**config.mk**
```make
export PLATFORM = sky130hd
export DESIGN_NAME = fp_unpack
export DESIGN_NICKNAME = d
export VERILOG_FILES = /design/src/rtl/fp_unpack.sv
export SDC_FILE = /design/constraint.sdc
export NUM_CORES = 1
export LEC_CHECK = 0
export ABC_AREA = 1
export BUFFER_PORTS_ARGS = -buffer_cell sky130_fd_sc_hd__clkbuf_2
export CORE_ASPECT_RATIO = 1.4
export CORE_MARGIN = 8
export CORE_UTILIZATION = 57
export DETAILED_ROUTE_END_ITERATION = 10
export PLACE_DENSITY_LB_ADDON = 0.08
export SLEW_MARGIN = 20
export SYNTH_ARGS = -nofsm -noshare
export SYNTH_HDL_FRONTEND = slang
export SYNTH_SLANG_ARGS = --single-unit
```
**constraint.sdc**
```tcl
create_clock -name clk -period 9.9 [get_ports clk]
set_input_delay 0.495 -clock clk [delete_from_list [all_inputs] [get_ports clk]]
set_output_delay 0.495 -clock clk [all_outputs]
set_load 0.05 [all_outputs]
```
**src/rtl/fp_unpack.sv**
```systemverilog
// fp_unpack: two-stage IEEE-754 unpacker producing {sign, exp, hid, frac, g, r, s}.
// S1 registers the operand fields and class flags; S2 forms the intermediate word.
// Optional build macro FP_UNPACK_DENORM_NORM_EN: normalizes denormal mantissas
// (shift left by lz+1, hid=1, o_lz reports the shift). Otherwise o_lz is tied to 0.
module fp_unpack #(
  parameter int WID    = 64,
  parameter int EXP_W  = 11,
  parameter int FRAC_W = 52,
  parameter int LZ_W   = 6
) (
  input  logic              clk,
  input  logic              rst,
  input  logic              i_valid,
  output logic              i_ready,
  input  logic [WID-1:0]    i,
  output logic              o_valid,
  input  logic              o_ready,
  output logic [WID+3:0]    o,
  output logic [LZ_W-1:0]   o_lz,
  output logic              o_zero,
  output logic              o_inf,
  output logic              o_qnan,
  output logic              o_snan,
  output logic              o_dn
);

  logic              in_s;
  logic [EXP_W-1:0]  in_e;
  logic [FRAC_W-1:0] in_f;
  logic              e_ones, e_zero, f_nz;

  logic              s1_valid_q, s1_valid_d;
  logic              s1_s_q;
  logic [EXP_W-1:0]  s1_e_q;
  logic [FRAC_W-1:0] s1_f_q;
  logic              s1_zero_q, s1_inf_q, s1_qnan_q, s1_snan_q, s1_dn_q;

  logic              o_valid_q, o_valid_d;
  logic [WID+3:0]    o_q, o_d;
  logic              o_zero_q, o_inf_q, o_qnan_q, o_snan_q, o_dn_q;
  logic [LZ_W-1:0]   lz_d;

  logic              hid;
  logic [FRAC_W-1:0] frac;
  logic              s2_free, s1_adv, accept;

  assign in_s   = i[WID-1];
  assign in_e   = i[WID-2 -: EXP_W];
  assign in_f   = i[FRAC_W-1:0];
  assign e_ones = &in_e;
  assign e_zero = ~|in_e;
  assign f_nz   = |in_f;

  // S2 can take new data when empty or when its word leaves this cycle.
  assign s2_free = !o_valid_q | o_ready;
  assign s1_adv  = s1_valid_q & s2_free;
  assign i_ready = !s1_valid_q | s1_adv;
  assign accept  = i_valid & i_ready;

  assign s1_valid_d = accept ? 1'b1 : (s1_adv ? 1'b0 : s1_valid_q);
  assign o_valid_d  = s1_adv ? 1'b1 : (o_ready ? 1'b0 : o_valid_q);

`ifdef FP_UNPACK_DENORM_NORM_EN
  logic [LZ_W-1:0] lz_in, s1_lz_q, lz_p1, o_lz_q;

  // Leading-zero count of the incoming fraction (FRAC_W when all zero).
  always_comb begin
    lz_in = LZ_W'(FRAC_W);
    for (int unsigned b = 0; b < FRAC_W; b++) begin
      if (in_f[b]) lz_in = LZ_W'(FRAC_W - 1 - b);
    end
  end

  assign lz_p1 = s1_lz_q + LZ_W'(1);

  // Leading-zero register travels alongside the S1 operand.
  always_ff @(posedge clk or posedge rst) begin
    if (rst)         s1_lz_q <= '0;
    else if (accept) s1_lz_q <= lz_in;
  end

  // Shift amount register for the S2 word.
  always_ff @(posedge clk or posedge rst) begin
    if (rst)         o_lz_q <= '0;
    else if (s1_adv) o_lz_q <= lz_d;
  end

  assign o_lz = o_lz_q;
`else
  assign o_lz = '0;
`endif

  // S1: capture fields and classify the accepted operand.
  always_ff @(posedge clk or posedge rst) begin
    if (rst) begin
      s1_valid_q <= 1'b0;
      s1_s_q     <= 1'b0;
      s1_e_q     <= '0;
      s1_f_q     <= '0;
      s1_zero_q  <= 1'b0;
      s1_inf_q   <= 1'b0;
      s1_qnan_q  <= 1'b0;
      s1_snan_q  <= 1'b0;
      s1_dn_q    <= 1'b0;
    end else begin
      s1_valid_q <= s1_valid_d;
      if (accept) begin
        s1_s_q    <= in_s;
        s1_e_q    <= in_e;
        s1_f_q    <= in_f;
        s1_zero_q <= e_zero & !f_nz;
        s1_inf_q  <= e_ones & !f_nz;
        s1_qnan_q <= e_ones & in_f[FRAC_W-1];
        s1_snan_q <= e_ones & f_nz & !in_f[FRAC_W-1];
        s1_dn_q   <= e_zero & f_nz;
      end
    end
  end

  // S2 word formation: hidden bit from exponent, optional denormal normalization.
  always_comb begin
    hid  = |s1_e_q;
    frac = s1_f_q;
    lz_d = '0;
`ifdef FP_UNPACK_DENORM_NORM_EN
    if (s1_dn_q) begin
      frac = s1_f_q << lz_p1;
      hid  = 1'b1;
      lz_d = lz_p1;
    end
`endif
    o_d = {s1_s_q, s1_e_q, hid, frac, 3'b000};
  end

  // S2: output register, held while downstream stalls.
  always_ff @(posedge clk or posedge rst) begin
    if (rst) begin
      o_valid_q <= 1'b0;
      o_q       <= '0;
      o_zero_q  <= 1'b0;
      o_inf_q   <= 1'b0;
      o_qnan_q  <= 1'b0;
      o_snan_q  <= 1'b0;
      o_dn_q    <= 1'b0;
    end else begin
      o_valid_q <= o_valid_d;
      if (s1_adv) begin
        o_q      <= o_d;
        o_zero_q <= s1_zero_q;
        o_inf_q  <= s1_inf_q;
        o_qnan_q <= s1_qnan_q;
        o_snan_q <= s1_snan_q;
        o_dn_q   <= s1_dn_q;
      end
    end
  end

  assign o_valid = o_valid_q;
  assign o       = o_q;
  assign o_zero  = o_zero_q;
  assign o_inf   = o_inf_q;
  assign o_qnan  = o_qnan_q;
  assign o_snan  = o_snan_q;
  assign o_dn    = o_dn_q;

endmodule

```
# Word-level counts from Yosys, hierarchy flattened
# Index checks and enable logic that the tools add are counted.
# totals
ff_bits	141
latchBits	0
mem_bits_rw	0
romBits	0
inputBits	68
output_inout_bits	81
n_memories	0
# classes
n_addsub	0
n_mul	0
n_div	0
n_lt_le_gt_ge	0
n_eq_ne	0
shifts	0
muxes	4
bitwise	10
reduce_logical	11
# op_table
cell	n
52-bit OR reduction	1
11-bit OR reduction	2
11-bit AND reduction	1
1-bit AND	8
1-bit zero test	5
1-bit two-way mux	4
2-bit nonzero test	2
1-bit bitwise OR	2

# Logic depth before layout (Yosys ltp)
# Gate-level depths: netlist of the first run.
# depth
word_depth	6
ltp_mapped	8
ltp_nobuf	8

# Worst setup path after synthesis of the first run
# Ideal clock, no wire load.
# synth_timing
kind	register -> register
start	reg o_valid_q (netlist: o_valid)
end	reg s1_f_q[2] (netlist: frac[2])
t_arrival_ns	1.609
t_required_ns	9.784
setup_slack_ns	8.174
path_stages_with_launch	8
period_less_slack_ns	1.726
path_cell_list	dfrtp_1 nand3_2 nand2_2 inv_2 buf_6 buf_6 nand2_1 nand2_1
# synth_via
elab_chain_cells	5
# synth_lines
item	line_no	rtl
start: declaration	38	logic o_valid_q, o_valid_d;
start signal: assignment	146	o_valid_q <= o_valid_d;
1-bit zero test	55	assign s2_free = !o_valid_q | o_ready;
1-bit bitwise OR	55	
1-bit AND	56	assign s1_adv = s1_valid_q & s2_free;
1-bit bitwise OR	57	assign i_ready = !s1_valid_q | s1_adv;
via i_ready	14	output logic i_ready,
1-bit AND	58	assign accept = i_valid & i_ready;
end signal: assignment	110	s1_f_q <= in_f;
end: declaration	35	logic [FRAC_W-1:0] s1_f_q;
# The timed path passes the listed nets, and every way through them passes these cells.
# A chain may end at the register's enable or synchronous reset.

# Worst setup path after layout of the first run
# layout_timing
start	reg s1_valid_q
end	reg s1_zero_q
# layout_via
elab_chain_cells	3
elab_cells_between_ends	4
cone_classes	bitwise (3); reduce/logical (1)
# layout_lines
item	line_no	rtl
start: declaration	32	logic s1_valid_q, s1_valid_d;
start signal: assignment	106	s1_valid_q <= s1_valid_d;
1-bit AND or 1-bit zero test (tied branches)	56, 57	
1-bit bitwise OR (*)	57	
1-bit AND (*)	58	
end signal: assignment	111	s1_zero_q <= e_zero & !f_nz;
end: declaration	36	logic s1_zero_q, s1_inf_q, s1_qnan_q, s1_snan_q, s1_dn_q;
# Every way passes the cells marked *; elsewhere a longest branch is shown, timed or not.

==> impl_metrics.py, run 1 <==
metrics = {
    "critical_path": {
        "cp-start-kind": "register",
        "cp-end-kind": "register",
        "path_max_fanout": 50,
        "timing.rr.end": "s1_zero_q$_DFFE_PP0P_",
        "r2r-start": "s1_valid_q$_DFFE_PP0P_",
        "r2r_slack_ns": 7.14,
        "arrival_ns": 3.10,
        "reg2reg_depth": 8,
        "cp_data_required_time_ns": 10.24,
        "crit_type": "register to register",
    },
    "cts": {
        "cts_buffer_depth": 2,
        "htree_levels": 4,
        "ctsHoldBuffers": 0,
        "cts_sinks": 141,
        "cts_buffers": 17,
        "cts-root-buf": "clkbuf_16",
        "clk_pin_slew_ns": 0.06,
        "clk_latency_ns": 0.41,
        "postCtsSetupBuffers": 0,
        "cts_tree": "yes",
        "post_cts_resized": 0,
    },
    "global_routing": {
        "antenna_found_initial": 0,
        "track_usage_pct": 20.3,
        "grt_max_degree": 112,
        "grt_pass1_wl_um": 21600,
        "grt_pass1_vias": 4756,
        "globalRouteOverflowTotal": 0,
    },
    "pwr": {
        "seqPwrFrac_pct": 37.6,
        "peakVddDrop_v": 0.000170,
        "switching_share_pct": 37.3,
        "switching_power_uw": 750,
        "clockPowerShare_pct": 33.9,
        "p_int_uw": 1260,
        "powerDensity_nw_per_um2": 287,
        "p_leak_uw": 0.00381,
        "power_uw": 2010,
        "p_comb_share_pct": 28.5,
    },
    "drt": {
        "drc_errors": 0,
        "vias_per_cell": 4.85,
        "dr_wl_met3_um": 794,
        "vias": 4524,
        "drtPass1Iterations": 4,
        "routed.top_layer": "met4",
        "wl_per_cell_um": 14.0,
        "route.met2.wl_um": 6580,
        "first_iter_violations": 224,
        "m1WireLength_um": 5400,
        "wirelength_um": 13000,
        "ant_nets": 0,
    },
    "sta": {
        "tns_ns": 0,
        "fin_crit_sh_pct": 27.9,
        "timing.fmax_ghz": 0.362,
        "final.min_clock_period_ns": 2.76,
        "rsz0062_at_grt": "false",
        "slew_viol_final": 0,
        "setup_viol": 0,
        "whs_ns": 0.122,
        "hold_viol_final": 0,
        "relSlewSlack_pct": 30.0,
        "worst_pin_slew_ns": 1.05,
        "clock_skew_ns": 0.00566,
    },
    "synthesis": {
        "synth_top_area_share_pct": 61.6,
        "syn_avg_cell_area_um2": 8.75,
        "ys_ff_latch": 141,
        "yosysSeqAreaShare_pct": 61.6,
        "syn_inst": 655,
        "yosys-top-cells-area": "dfrtp_1, nand2_1, o21ai_0",
        "synth_area_um2": 5730,
        "ys_types": 19,
        "yosysWarnings": 0,
        "synth_top_cell_by_area": "dfrtp_1",
    },
    "layout": {
        "finalNonFillerCells": 932,
        "fillers": 777,
        "seqCellArea_um2": 3530,
        "fin_nets": 853,
        "drive_gt1_share_pct": 22.0,
        "area_growth_pct": 22.3,
        "diodes": 0,
        "finalInstanceArea_um2": 7010,
        "multi_input_area_um2": 1750,
    },
    "place": {
        "numPortBuffers": 139,
        "dpl-instance-area_um2": 6370,
        "placed_cells": 901,
        "place.gp.congestion": 0.850,
        "dp_hpwl_um": 8910,
    },
    "floorplan": {
        "coreArea_um2": 9850,
        "die_x_um": 101,
        "die_height_um": 135,
        "rows": 43,
        "die_area_um2": 13600,
        "io_pins": 149,
        "initial_core_util_pct": 58.2,
    },
    "run_status": {
        "outcome": "complete, no violations",
    },
    "worst_hold_path": {
        "worstHoldPathType": "primary input to async pin",
    },
    "flow_run": {
        "maxCapViolations": 0,
    },
}
## power groups by stage
stage,clock network (µW),registers (µW),logic [µW]
2_1_floorplan,0,1040,168
3_3_place_gp,0,763,569
3_5_place_dp,0,764,578
4_1_cts,692,756,582
5_1_grt,716,770,618
6_report,682,756,574
## worst max-delay path: stages, from the launching register on
cell and delay, ns:
dfrtp_1 0.42, nand3_2 0.11, nand2_2 0.48, inv_2 0.66, buf_4 0.51, nand2_1 0.14
nor2_1 0.16, nand3_1 0.10, nand2_1 0.08
## placed cells by master (no fill, tap or decap), drive strengths merged, types with 5 or more instances in the layout
| cell | count |
|---|---|
| nand3 | 6 |
| inv | 55 |
| o21ai | 81 |
| bufinv | 5 |
| nor2 | 44 |
| dfrtp | 141 |
| clkbuf | 159 |
| conb | 9 |
| nand2 | 283 |
## layer usage
metal	vias to the layer above	track usage [%]
met5	-	0
met4	0	8.78
met3	24	5.82
met2	131	34.2
met1	2128	23.2
li1	2241	-
## logic make-up (layout without fill, tap and decap cells)
logic type / after synthesis / after routing / share of synthesized area, %
DFF: 141 / 141 / 61.6
other: 1 / 9 / 0.0654
AOI/OAI and AO/OA: 83 / 83 / 7.31
buffers and inverters: 93 / 227 / 8.62
and+or+nand+nor: 337 / 337 / 22.4
## metrics by stage
step / worst slack [ns] / utilization [%]
detailed placement: 6.98 / 64.7
global placement: 7.10 / 64.7
CTS: 7.14 / 71.1
global route: 6.80 / 71.2
finish: 7.14 / 71.2
floorplan: 5.62 / -
## cell usage after synthesis
| cell | n |
|---|---|
| nand2_1 | 282 |
| dfrtp_1 | 141 |
| o21ai_0 | 76 |
| inv_1 | 54 |
| nor2_1 | 44 |
| buf_4 | 19 |
| buf_2 | 9 |
| buf_6 | 8 |
| nand3_1 | 5 |
| o21ai_1 | 5 |
| nor3_1 | 3 |
| clkbuf_2 | 2 |
| conb_1 | 1 |
| inv_2 | 1 |
| nand2_2 | 1 |
| nand3_2 | 1 |
| nand4_1 | 1 |
| o21a_1 | 1 |
| o22ai_1 | 1 |
## area by class of cell
class	count	area share (%)
clock buffers	20	6.37
well taps	135	2.41
multi-input cells	429	24.9
inverters	55	3.02
flip-flops and latches	141	50.3
repair buffers	141	10.2
clock inverters	11	2.73
## registers in the layout, summed over array words and instances, names as in the netlist
signal,cells
s1_valid_q,1
s1_snan_q,1
o,65
o_qnan,1
frac,52
o_snan,1
s1_dn_q,1
s1_zero_q,1
s1_e_q,11
s1_qnan_q,1
o_inf,1
s1_s_q,1
o_zero,1
o_dn,1
s1_inf_q,1
o_valid,1
## worst max-delay path by stage
stage	start	end	depth (start not counted)
4_1_cts	s1_valid_q$_DFFE_PP0P_	s1_zero_q$_DFFE_PP0P_	8
2_1_floorplan	rst	frac[0]$_DFFE_PP0P_	1
3_5_place_dp	o_ready	s1_zero_q$_DFFE_PP0P_	10
6_report	s1_valid_q$_DFFE_PP0P_	s1_zero_q$_DFFE_PP0P_	8
3_3_place_gp	o_ready	s1_zero_q$_DFFE_PP0P_	10
5_1_grt	s1_valid_q$_DFFE_PP0P_	s1_zero_q$_DFFE_PP0P_	8
(Power assumes the default switching activity.)
==> run 2, diff against run 1 <==
ABC_AREA = 0   (was 1)
CORE_UTILIZATION = 52   (was 57)
clock period = 2.75 ns   (was 9.9 ns; I/O delays follow)
==> run 2 against run 1 <==
  * Final cell count fell by 23%
  * Critical path type unchanged
  * Setup slack got worse by 6.3 ns
  * Die area rose by 7.1%
==> impl_metrics.py, run 2 <==
metrics = {
    "run_status": {
        "outcome": "complete, no violations",
    },
    "pwr": {
        "peakVddDrop_v": 0.000545,
        "powerDensity_nw_per_um2": 907,
        "p_leak_uw": 0.00365,
    },
    "synthesis": {
        "ys_types": 22,
        "ys_ff_latch": 141,
        "yosys-top-cells-area": "dfrtp_1, mux2_2, mux2_4",
        "synth_area_um2": 5660,
        "async_flop_share_pct": 100,
        "syn_inst": 350,
        "syn_avg_cell_area_um2": 16.2,
        "yosysMostFrequentCell": "dfrtp_1",
        "ys_top_cells_by_count": "dfrtp_1, mux2_2, mux2_4",
        "yosysSeqAreaShare_pct": 62.3,
        "synth_top_area_share_pct": 62.3,
        "synth_ff_type": "dfrtp_1",
        "synth_top_cell_by_area": "dfrtp_1",
        "yosysWarnings": 0,
        "synth_edf_count": 0,
    },
    "global_routing": {
        "globalRouteOverflowTotal": 0,
        "antenna_found_initial": 0,
        "grt_pass1_vias": 4070,
        "grt_pass1_wl_um": 21200,
        "grt_max_degree": 142,
        "track_usage_pct": 18.1,
    },
    "layout": {
        "drive_gt1_share_pct": 54.3,
        "finalNonFillerCells": 714,
        "fin_nets": 629,
        "final_cell_mix": "dfrtp_1, clkbuf_2, mux2_2",
        "multi_input_area_um2": 2000,
        "largest_reg_flops": 65,
        "final_util_pct": 71.7,
        "seqCellArea_um2": 3530,
        "area_growth_pct": 36.2,
        "fillers": 740,
        "diodes": 0,
        "mostFrequentLayoutCell": "dfrtp_1",
    },
    "floorplan": {
        "die_x_um": 104,
        "coreArea_um2": 10800,
        "initial_core_util_pct": 52.7,
        "die_area_um2": 14500,
        "rows": 45,
        "die_height_um": 139,
        "io_pins": 149,
    },
    "drt": {
        "drc_errors": 0,
        "wirelength_um": 12600,
        "wl_per_cell_um": 17.7,
        "ant_nets": 0,
        "first_iter_violations": 86,
        "vias_per_cell": 5.03,
        "vias": 3589,
        "drtPass1Iterations": 4,
    },
    "place": {
        "place.gp.congestion": 0.729,
        "dp_hpwl_um": 8170,
        "placed_cells": 619,
        "numPortBuffers": 139,
    },
    "cts": {
        "cts_buffer_depth": 2,
        "htree_levels": 4,
        "postCtsSetupBuffers": 0,
        "cts_tree": "yes",
        "post_cts_resized": 0,
        "cts_sinks": 141,
        "clk_latency_ns": 0.40,
        "clk_pin_slew_ns": 0.06,
        "cts_buffers": 17,
        "cts-root-buf": "clkbuf_16",
    },
    "critical_path": {
        "crit_type": "register to register",
        "path_max_fanout": 71,
        "cp-end-kind": "register",
        "cp-start-kind": "register",
        "cp_data_required_time_ns": 3.03,
        "arrival_ns": 2.16,
    },
    "sta": {
        "final.min_clock_period_ns": 1.87,
        "timing.fmax_ghz": 0.534,
        "whs_ns": 0.0170,
        "tns_ns": 0,
        "relSlewSlack_pct": 34.1,
        "hold_viol_final": 0,
        "fin_crit_sh_pct": 68.2,
        "rsz0062_at_grt": "false",
        "setup_viol": 0,
        "worst_pin_slew_ns": 0.989,
        "clock_skew_ns": 0.00651,
        "slew_viol_final": 0,
    },
    "worst_hold_path": {
        "worstHoldPathType": "primary input to register",
    },
    "flow_run": {
        "maxCapViolations": 0,
    },
}
[run 2: changes by cell type after synthesis, sizes merged, moves of 3 or more]
cell    previous run  this run
inv               55         1
buf               36        23
a22o               0         3
o21ai             81         1
nand2b             0         3
nor4               0        19
nand2            283        10
nand4              1         4
mux2               0       132
nand3              6         3
nor2              44         2
[run 2: routing by layer]
metal	global-route usage, %	part of all wire [%]	vias up
li1	-	-	1672
met1	21.4	43	1807
met2	30.0	50	96
met3	6.10	5.9	14
met4	6.43	1.5	0
met5	0	0	-
[run 2: worst paths after layout]
check	startpoint	endpoint	slack (ns)	cells past startpoint
worst max-delay path	o_valid$_DFFE_PP0P_	o[17]$_DFFE_PP0P_	0.88	3
worst min register to register	s1_s_q$_DFFE_PP0P_	s1_s_q$_DFFE_PP0P_	0.48	2
min in group asynchronous	rst	o[6]$_DFFE_PP0P_	0.44	4
worst max register to register	o_valid$_DFFE_PP0P_	o[17]$_DFFE_PP0P_	0.88	3
worst min-delay path	i[38]	frac[38]$_DFFE_PP0P_	0.02	2
max in group asynchronous	rst	o[37]$_DFFE_PP0P_	1.69	4
[run 2: logic make-up after synthesis]
kind of cell	share of synthesized area, %
multiplexers	28.8
other	0.0662
buffers and inverters	3.05
AND/OR/NAND/NOR	5.01
AO/OA/AOI/OAI	0.817
flip-flops	62.3
[run 2: stage by stage]
stage,cell area [µm²],total power (µW),setup WS (ns)
2_1_floorplan,5700,4180,0.849
3_3_place_gp,6460,4620,0.932
3_5_place_dp,6460,4660,0.889
4_1_cts,7710,7060,0.835
5_1_grt,7710,7290,0.781
6_report,7710,6990,0.876
[run 2: repair_timing]
item	in CTS	in global routing
hold buffers	64	0
endpoints found under the setup margin	0	0
hold endpoints to repair	137	0
[run 2: area by class of cell]
cell class / count / share of cell area, %
Sequential cell: 141 / 45.7
Clock buffer: 20 / 6.05
Inverter: 1 / 0.0973
Timing Repair Buffer: 207 / 18.0
Tap cell: 141 / 2.29
Clock inverter: 11 / 1.83
Multi-Input combinational cell: 193 / 25.9
[run 2: critical path, stage by stage, from the launching register on]
cell and delay [ns]:
dfrtp_1 0.42, nand2b_1 0.14, nand2_4 0.73, mux2_2 0.42
[run 2: power breakdown]
part	internal, µW	switching [µW]	total [µW]
sequential	2470	214	2680
combinational	656	1340	2000
clock	1490	827	2320
==> run 3, diff against run 2 <==
CORE_UTILIZATION = 47   (was 52)
clock period = 1.7 ns   (was 2.75 ns; I/O delays follow)
==> run 3 against run 2 <==
  * Via count is essentially flat
  * Clock skew is essentially flat
  * Core utilization shrank 4.9 points
  * Sequential cell count is the same
  * Die area grew 9.2%
  * Clock power grew 67%
  * Final area grew 2.4%
  * Wire length grew 2.2%
  * Sequential share of layout area shrank 1.1 points
  * Power grew 64%
  * Largest cell class unchanged
==> impl_metrics.py, run 3 (same netlist as run 2, synthesis figures left out) <==
metrics = {
    "drt": {
        "wl_per_cell_um": 17.6,
        "drc_errors": 0,
        "first_iter_violations": 86,
        "wirelength_um": 12900,
        "vias": 3587,
        "vias_per_cell": 4.91,
        "ant_nets": 0,
        "drtPass1Iterations": 4,
    },
    "sta": {
        "final.min_clock_period_ns": 1.63,
        "fin_crit_sh_pct": 95.7,
        "rsz0062_at_grt": "false",
        "timing.fmax_ghz": 0.615,
        "clock_skew_ns": 0.00642,
        "whs_ns": 0.0456,
        "setup_viol": 0,
        "hold_viol_final": 0,
        "tns_ns": 0,
        "setup_slack_ns": 0.0737,
        "slew_viol_final": 0,
    },
    "layout": {
        "diodes": 0,
        "fin_nets": 638,
        "largest_reg_flops": 65,
        "area_growth_pct": 39.5,
        "mostFrequentLayoutCell": "dfrtp_1",
        "drive_gt1_share_pct": 54.5,
        "final_cell_mix": "dfrtp_1, clkbuf_2, mux2_2",
    },
    "floorplan": {
        "die_x_um": 109,
        "die_height_um": 146,
        "coreArea_um2": 11800,
        "io_pins": 149,
        "die_area_um2": 15900,
        "rows": 47,
        "initial_core_util_pct": 47.9,
    },
    "critical_path": {
        "r2r-start": "o_valid$_DFFE_PP0P_",
        "path_max_fanout": 4,
        "arrival_ns": 1.90,
        "cp_data_required_time_ns": 1.98,
        "startpoint": "i[41]",
        "cp-start-kind": "primary input",
        "r2r_slack_ns": 0.21,
        "timing.rr.end": "o[54]$_DFFE_PP0P_",
        "reg2reg_depth": 4,
        "cp-endpoint": "s1_dn_q$_DFFE_PP0P_",
        "crit_type": "primary input to register",
        "cp-end-kind": "register",
    },
    "global_routing": {
        "grt_pass1_wl_um": 21600,
        "grt_pass1_vias": 4176,
        "grt_max_degree": 88,
        "globalRouteOverflowTotal": 0,
        "antenna_found_initial": 0,
        "track_usage_pct": 17.4,
    },
    "cts": {
        "cts-root-buf": "clkbuf_16",
        "clk_pin_slew_ns": 0.06,
        "cts_buffers": 17,
        "postCtsSetupBuffers": 0,
        "htree_levels": 4,
        "cts_buffer_depth": 2,
        "cts_sinks": 141,
        "cts_tree": "yes",
        "clk_latency_ns": 0.40,
    },
    "place": {
        "numPortBuffers": 139,
        "post-place-ws_ns": 0.103,
        "dp_hpwl_um": 8960,
        "place.gp.congestion": 0.724,
    },
    "run_status": {
        "outcome": "complete, no violations",
    },
    "pwr": {
        "peakVddDrop_v": 0.00111,
        "powerDensity_nw_per_um2": 1460,
        "p_leak_uw": 0.00373,
    },
    "flow_run": {
        "maxCapViolations": 0,
    },
    "worst_hold_path": {
        "worstHoldPathType": "primary input to register",
        "hold-path-cell-count": 3,
    },
}
[run 3: changes by cell type in the layout (fill, tap and decap cells not counted), moves of 2 or more]
cell | previous run | this run
clkbuf_1 | 0 | 2
dlygate4sd3_1 | 64 | 67
buf_12 | 2 | 8
nor4_1 | 18 | 16
nor4_2 | 0 | 2
[run 3: layout make-up]
type / count / area, µm²
flip-flops and latches: 141 / 3530
clock inverters: 11 / 165
multi-input cells: 193 / 2010
repair buffers: 216 / 1540
well taps: 147 / 184
fillers: 879 / 3920
clock buffers: 21 / 460
inverters: 1 / 7.51
[run 3: report_power, final]
group	total, µW	internal, µW	switching, µW
Sequential	4340	4000	344
Combinational	3290	1110	2180
Clock	3870	2520	1340
[run 3: through the flow]
stage	instance area [µm²]	total power, µW	utilization, %	instances
after floorplan	5700	6750	-	358
after global placement	6590	7540	55.8	631
after detailed placement	6590	7600	55.8	631
after CTS	7890	11600	66.7	730
after global routing	7900	12000	66.8	730
final	7900	11500	66.8	730
[run 3: critical path: stages]
cell and delay [ns]:
dlygate4sd3_1 0.54, clkbuf_2 0.12, nor4_1 0.44, nand4_1 0.25, nor4_4 0.35, o31ai_1 0.12
[run 3: how the worst min path moves through the flow]
stage / start / endpoint / slack, ns
6_report: o_ready / o_valid$_DFFE_PP0P_ / 0.05
5_1_grt: o_ready / o_valid$_DFFE_PP0P_ / 0.08
2_1_floorplan: i[51] / s1_snan_q$_DFFE_PP0P_ / 0.18
3_5_place_dp: rst / o[10]$_DFFE_PP0P_ / 0.21
4_1_cts: o_ready / o_valid$_DFFE_PP0P_ / 0.03
3_3_place_gp: rst / frac[4]$_DFFE_PP0P_ / 0.20
[run 3: per-layer routing]
layer / global-route usage [%] / share of wire, % / vias up
li1: - / - / 1684
met1: 20.8 / 41 / 1798
met2: 29.1 / 52 / 91
met3: 5.19 / 6.3 / 14
met4: 5.70 / 1.3 / 0
met5: 0 / 0 / -
[run 3: repair_timing]
item | in CTS | in global routing
hold buffers | 67 | 0
hold endpoints to repair | 206 | 0
resized for setup | 0 | 2
setup endpoints to repair | 0 | 4
